--- config.mk ---
export PLATFORM = sky130hd
export DESIGN_NAME = mole_round_sched
export DESIGN_NICKNAME = d
export VERILOG_FILES = /design/src/rtl/mole_round_sched.sv
export SDC_FILE = /design/constraint.sdc
export NUM_CORES = 1
export LEC_CHECK = 0
export ABC_AREA = 1
export BUFFER_PORTS_ARGS = -buffer_cell sky130_fd_sc_hd__buf_4
export CORE_MARGIN = 5
export CORE_UTILIZATION = 58
export DETAILED_ROUTE_END_ITERATION = 8
export HOLD_SLACK_MARGIN = 0.12
export PLACE_DENSITY = 0.8
export SKIP_LAST_GASP = 1
export SYNTH_ARGS = -nofsm -noshare
export SYNTH_HDL_FRONTEND = slang
export SYNTH_SLANG_ARGS = --single-unit
--- constraint.sdc ---
create_clock -name game_clk -period 3.8 [get_ports game_clk]
set_input_delay 0.19 -clock game_clk [delete_from_list [all_inputs] [get_ports game_clk]]
set_output_delay 0.19 -clock game_clk [all_outputs]
set_load 0.01 [all_outputs]
--- src/rtl/mole_round_sched.sv ---
// Whack-a-mole round sequencer: latches an LFSR mole pattern per round, times
// shrinking show windows and fixed gaps, and scores toggles against the held mask.
module mole_round_sched #(
  parameter int NUM_ROUNDS  = 16,
  parameter int INIT_WINDOW = 200,
  parameter int MIN_WINDOW  = 40,
  parameter int WIN_STEP    = 10,
  parameter int GAP_TICKS   = 50,
  parameter int MAX_MISSES  = 8
) (
  input  logic       game_clk,
  input  logic       rst,
  input  logic       tick,
  input  logic       start,
  input  logic [7:0] rng,
  input  logic [7:0] toggle,
  output logic [7:0] mole_mask,
  output logic [3:0] score_inc,
  output logic       miss_pulse,
  output logic [7:0] round_num,
  output logic       busy,
  output logic       game_over
);

  typedef enum logic [1:0] {IDLE, SHOW, GAP, OVER} state_t;

  state_t     state, state_nxt;
  logic [7:0] timer, timer_nxt;
  logic [7:0] window_len, window_nxt;
  logic [7:0] miss_cnt, miss_cnt_nxt;
  logic [7:0] mask_nxt, round_nxt;
  logic [3:0] score_nxt;
  logic       miss_nxt, busy_nxt, over_nxt;

  logic [7:0] hits, remaining, fresh_mask, shrunk_window;
  logic [3:0] hit_cnt;
  logic       wrong, miss_limit;

  always_comb begin
    hits       = toggle & mole_mask;
    remaining  = mole_mask & ~hits;
    wrong      = |(toggle & ~mole_mask);
    miss_limit = ({1'b0, miss_cnt} + 9'd1) >= 9'(MAX_MISSES);
    fresh_mask = (rng == 8'h00) ? 8'h01 : rng;
    hit_cnt    = 4'd0;
    for (int i = 0; i < 8; i++) hit_cnt = hit_cnt + {3'b000, hits[i]};
    // Compare before subtracting so the window can never wrap below the floor.
    shrunk_window = ({1'b0, window_len} >= 9'(MIN_WINDOW + WIN_STEP))
                    ? window_len - 8'(WIN_STEP) : 8'(MIN_WINDOW);
  end

  always_comb begin
    state_nxt    = state;
    timer_nxt    = timer;
    window_nxt   = window_len;
    miss_cnt_nxt = miss_cnt;
    mask_nxt     = mole_mask;
    round_nxt    = round_num;
    score_nxt    = 4'd0;
    miss_nxt     = 1'b0;

    case (state)
      IDLE, OVER: begin
        mask_nxt = 8'h00;
        if (start) begin
          state_nxt    = SHOW;
          round_nxt    = 8'd1;
          window_nxt   = 8'(INIT_WINDOW);
          miss_cnt_nxt = 8'd0;
          mask_nxt     = fresh_mask;
          timer_nxt    = 8'(INIT_WINDOW);
        end
      end
      SHOW: begin
        score_nxt = hit_cnt;
        mask_nxt  = remaining;
        miss_nxt  = wrong;
        if (wrong) miss_cnt_nxt = miss_cnt + 8'd1;
        if (tick) timer_nxt = timer - 8'd1;
        if (wrong && miss_limit) begin
          state_nxt = OVER;
          mask_nxt  = 8'h00;
        end else if (remaining == 8'h00 || (tick && timer == 8'd1)) begin
          state_nxt  = GAP;
          mask_nxt   = 8'h00;
          timer_nxt  = 8'(GAP_TICKS);
          window_nxt = shrunk_window;
        end
      end
      GAP: begin
        if (tick) begin
          if (timer == 8'd1) begin
            if (round_num == 8'(NUM_ROUNDS)) begin
              state_nxt = OVER;
            end else begin
              state_nxt = SHOW;
              round_nxt = round_num + 8'd1;
              mask_nxt  = fresh_mask;
              timer_nxt = window_len;
            end
          end else begin
            timer_nxt = timer - 8'd1;
          end
        end
      end
      default: state_nxt = IDLE;
    endcase

    busy_nxt = (state_nxt == SHOW) || (state_nxt == GAP);
    over_nxt = (state_nxt == OVER);
  end

  always_ff @(posedge game_clk) begin
    if (rst) begin
      state      <= IDLE;
      timer      <= 8'd0;
      window_len <= 8'(INIT_WINDOW);
      miss_cnt   <= 8'd0;
      mole_mask  <= 8'h00;
      round_num  <= 8'd0;
      score_inc  <= 4'd0;
      miss_pulse <= 1'b0;
      busy       <= 1'b0;
      game_over  <= 1'b0;
    end else begin
      state      <= state_nxt;
      timer      <= timer_nxt;
      window_len <= window_nxt;
      miss_cnt   <= miss_cnt_nxt;
      mole_mask  <= mask_nxt;
      round_num  <= round_nxt;
      score_inc  <= score_nxt;
      miss_pulse <= miss_nxt;
      busy       <= busy_nxt;
      game_over  <= over_nxt;
    end
  end

endmodule
==> implementation parameters <==
Parameter                              Value

Synthesis
  Fraction of the yosys area taken by sequential cells    0.301
  Most used DFF post-synth    dfxtp_1
  Cell types occupying the most area after synthesis    dfxtp_1 (30%), nand2_1 (13%), inv_1 (7.5%)
  Most instantiated cells after synthesis    nand2_1 (109), inv_1 (64), dfxtp_1 (48), nor2_1 (45), a21oi_1 (42)
  Unique cell type count in the Yosys netlist    43
  Cells after Synth    477
  Register bit total from synthesis    48
  FFs w/ async S/R, synth    0
  Average cell area after synthesis    6.70 um^2
  Most frequent cell after synthesis    nand2_1
  Yosys Warn Count    0
  Net Count, Synth    514
  Post-synthesis cell area    3200 um^2
  Post-synth EDFFs    0
  Share of the synthesized area in the top cell type    0.301
  Dominant cell type by area after synthesis    dfxtp_1

Global route
  Total GRT Usage    0.233
  Via count of the first global-routing pass    3208
  Grt total ovfl    0
  Global-route wire length before repair    14.0 mm
  Initial antenna violation count    0
  Maximum number of pins on one net before global-route repair    27

Clocking
  TritonCTS clock tree    done
  Number of clock buffers inserted by TritonCTS    5
  CTS root buffer    clkbuf_8
  Clock-pin slew on the worst setup and hold paths    0.09 ns
  Clk sinks    48
  Post-CTS Setup Bufs    0
  Resized cells post-CTS    0
  Maximum buffer depth of the clock tree    2
  Number of H-tree levels    2
  Insertion delay of the later-clocked pin in the worst-skew pair    0.31 ns
  Post-CTS Hold Fix Bufs    0

Worst setup path
  Type of the worst setup path    flop to flop
  Critical Path, Cell by Cell    nand2_1 -> fa_1 -> fa_1 -> fa_1 -> inv_1 -> ha_1 -> fa_1 -> xnor2_1 -> nor2_1
  Highest fanout seen on the critical path    5
  Most numerous cell on the critical path    fa_1
  Critical Path Source Type    flop
  Worst path slowest cell    fa_1
  Stage delay of the slowest cell on the critical path    0.56 ns
  Endpoint type of the worst setup path    flop
  Endpoint arrival time on the critical path    3.17 ns
  Critical Path RT    4.01 ns

Floorplan
  Initial core utilization    0.588
  Horizontal die dimension    84.2 um
  Die area    7090 um^2
  Core area    5440 um^2
  Count of pins on the block boundary    43
  Die Height    84.2 um
  Number of placement rows    27

Route
  Detailed-routing iteration count for the pre-antenna-repair pass    5
  Iter 0 DRT Violations    153
  Total Wirelength    7.96 mm
  DR vias/cell    5.43
  Via count    3200
  Post-route ant nets    0
  DRC violations left    0
  Wirelength per Cell    13.5 um

Outcome
  Outcome    finished clean

Final layout
  Share of post-route cells with drive strength above 1    0.145
  Number of nets at the end of the flow    553
  Inserted Diodes    0
  Final cell count without fillers    589
  Cell area after layout    3670 um^2
  Relative area change from synthesis to final layout    14.7%
  Number of filler cells placed in the layout    479

Timing
  Unrepaired setup endpoints after global routing    no
  Number of hold-slack violations in the final timing report    0
  Total of endpoints with negative setup slack in the final report    0
  Maximum achievable frequency    0.338 GHz
  Final number of max-transition violations    0
  Least-Margin Pin Slew    0.728 ns
  Setup Total Neg Slack    0 ns
  Shortest period the worst path allows    2.95 ns
  Slew headroom    0.513
  Skew final    0.00500 ns
  Post-route clock period utilization    0.777
  Worst Hold Slack    0.176 ns

Power
  Cell Pwr Density    648 nW/um^2
  Leakage power summed over all cells    0.00168 uW
  Max IR drop VDD    0.000304 V

Placed design
  Number of port buffers    42
  Detailed placement HPWL    5.95 mm
  RD Place Congestion    0.915
  Placed instance area    3550 um^2
  Total placed cells including tap cells    581

Min path
  Tightest Hold Check Type    input port to flop

Job
  Max-cap violations    0
-- cell families after synthesis --
logic type,count (synthesis),share of synthesized area
AOI/OAI and AO/OA,99,0.178
xor gates and xnor gates,12,0.0329
adders and majority gates,17,0.0760
buffers and inverters,81,0.0979
DFF,48,0.301
muxes,1,0.00313
and+or+nand+nor,219,0.311
-- sequential cells by signal, indices dropped and copies added (netlist names) --
signal,count
miss_cnt,8
timer,8
state,2
round_num,8
busy,1
score_inc,4
mole_mask,8
window_len,7
miss_pulse,1
game_over,1
-- layout make-up --
type / instances / area [um^2] / area share
Clock buffer: 5 / 68.8 / 0.0188
Clock inverter: 3 / 42.5 / 0.0116
Inverter: 71 / 267 / 0.0727
Multi-Input combinational cell: 348 / 1920 / 0.524
Sequential cell: 48 / 961 / 0.262
Tap cell: 72 / 90.1 / 0.0246
Timing Repair Buffer: 42 / 315 / 0.0860
-- per-stage QoR --
stage / util / power, uW / setup slack (ns)
CTS: 0.674 / 2370 / 0.841
floorplan: - / 1680 / 0.911
detailed placement: 0.654 / 2000 / 0.850
global route: 0.674 / 2620 / 0.662
global placement: 0.654 / 1960 / 0.935
finish: 0.674 / 2380 / 0.846
-- final timing paths --
| check | startpoint | endpoint | slack (ns) | cells past startpoint |
|---|---|---|---|---|
| min | rng[7] | mole_mask[7] | 0.18 | 3 |
| max | mole_mask[0] | score_inc[2] | 0.85 | 9 |
| min reg2reg | timer[5] | timer[5] | 0.50 | 2 |
| max reg2reg | mole_mask[0] | score_inc[2] | 0.85 | 9 |
-- cells in the final DEF, fill, tap and decap left out, types with 7 or more instances in the layout --
master   count
nand3_1     22
a22oi_1      7
o21ai_0     32
dfxtp_1     48
nor2_1      45
inv_1       64
nand2_1    109
a21oi_1     42
ha_1        13
buf_4       42
nand4_1      9
xnor2_1      7
nor3_1      13
-- where the power goes --
part	total [uW]	internal (uW)	switching [uW]
clock network	379	195	184
registers	744	619	125
logic	1250	446	806
-- worst max-delay path, delay by kind of cell, from the launching register on --
family	cells	cell delay, ns
DFF	1	0.40
adders and majority gates	5	2.12
xor gates and xnor gates	1	0.16
and+or+nand+nor	2	0.15
buffers and inverters	1	0.04
-- layer usage --
metal	routed length, um	vias up	share of wire	global-route usage
met5	0	-	0	0
met4	89	0	0.011	0.0570
met3	352	11	0.044	0.0471
met2	3860	78	0.48	0.405
met1	3660	1483	0.46	0.295
li1	-	1628	-	-
Note: power is estimated with default switching activity, not from simulation.
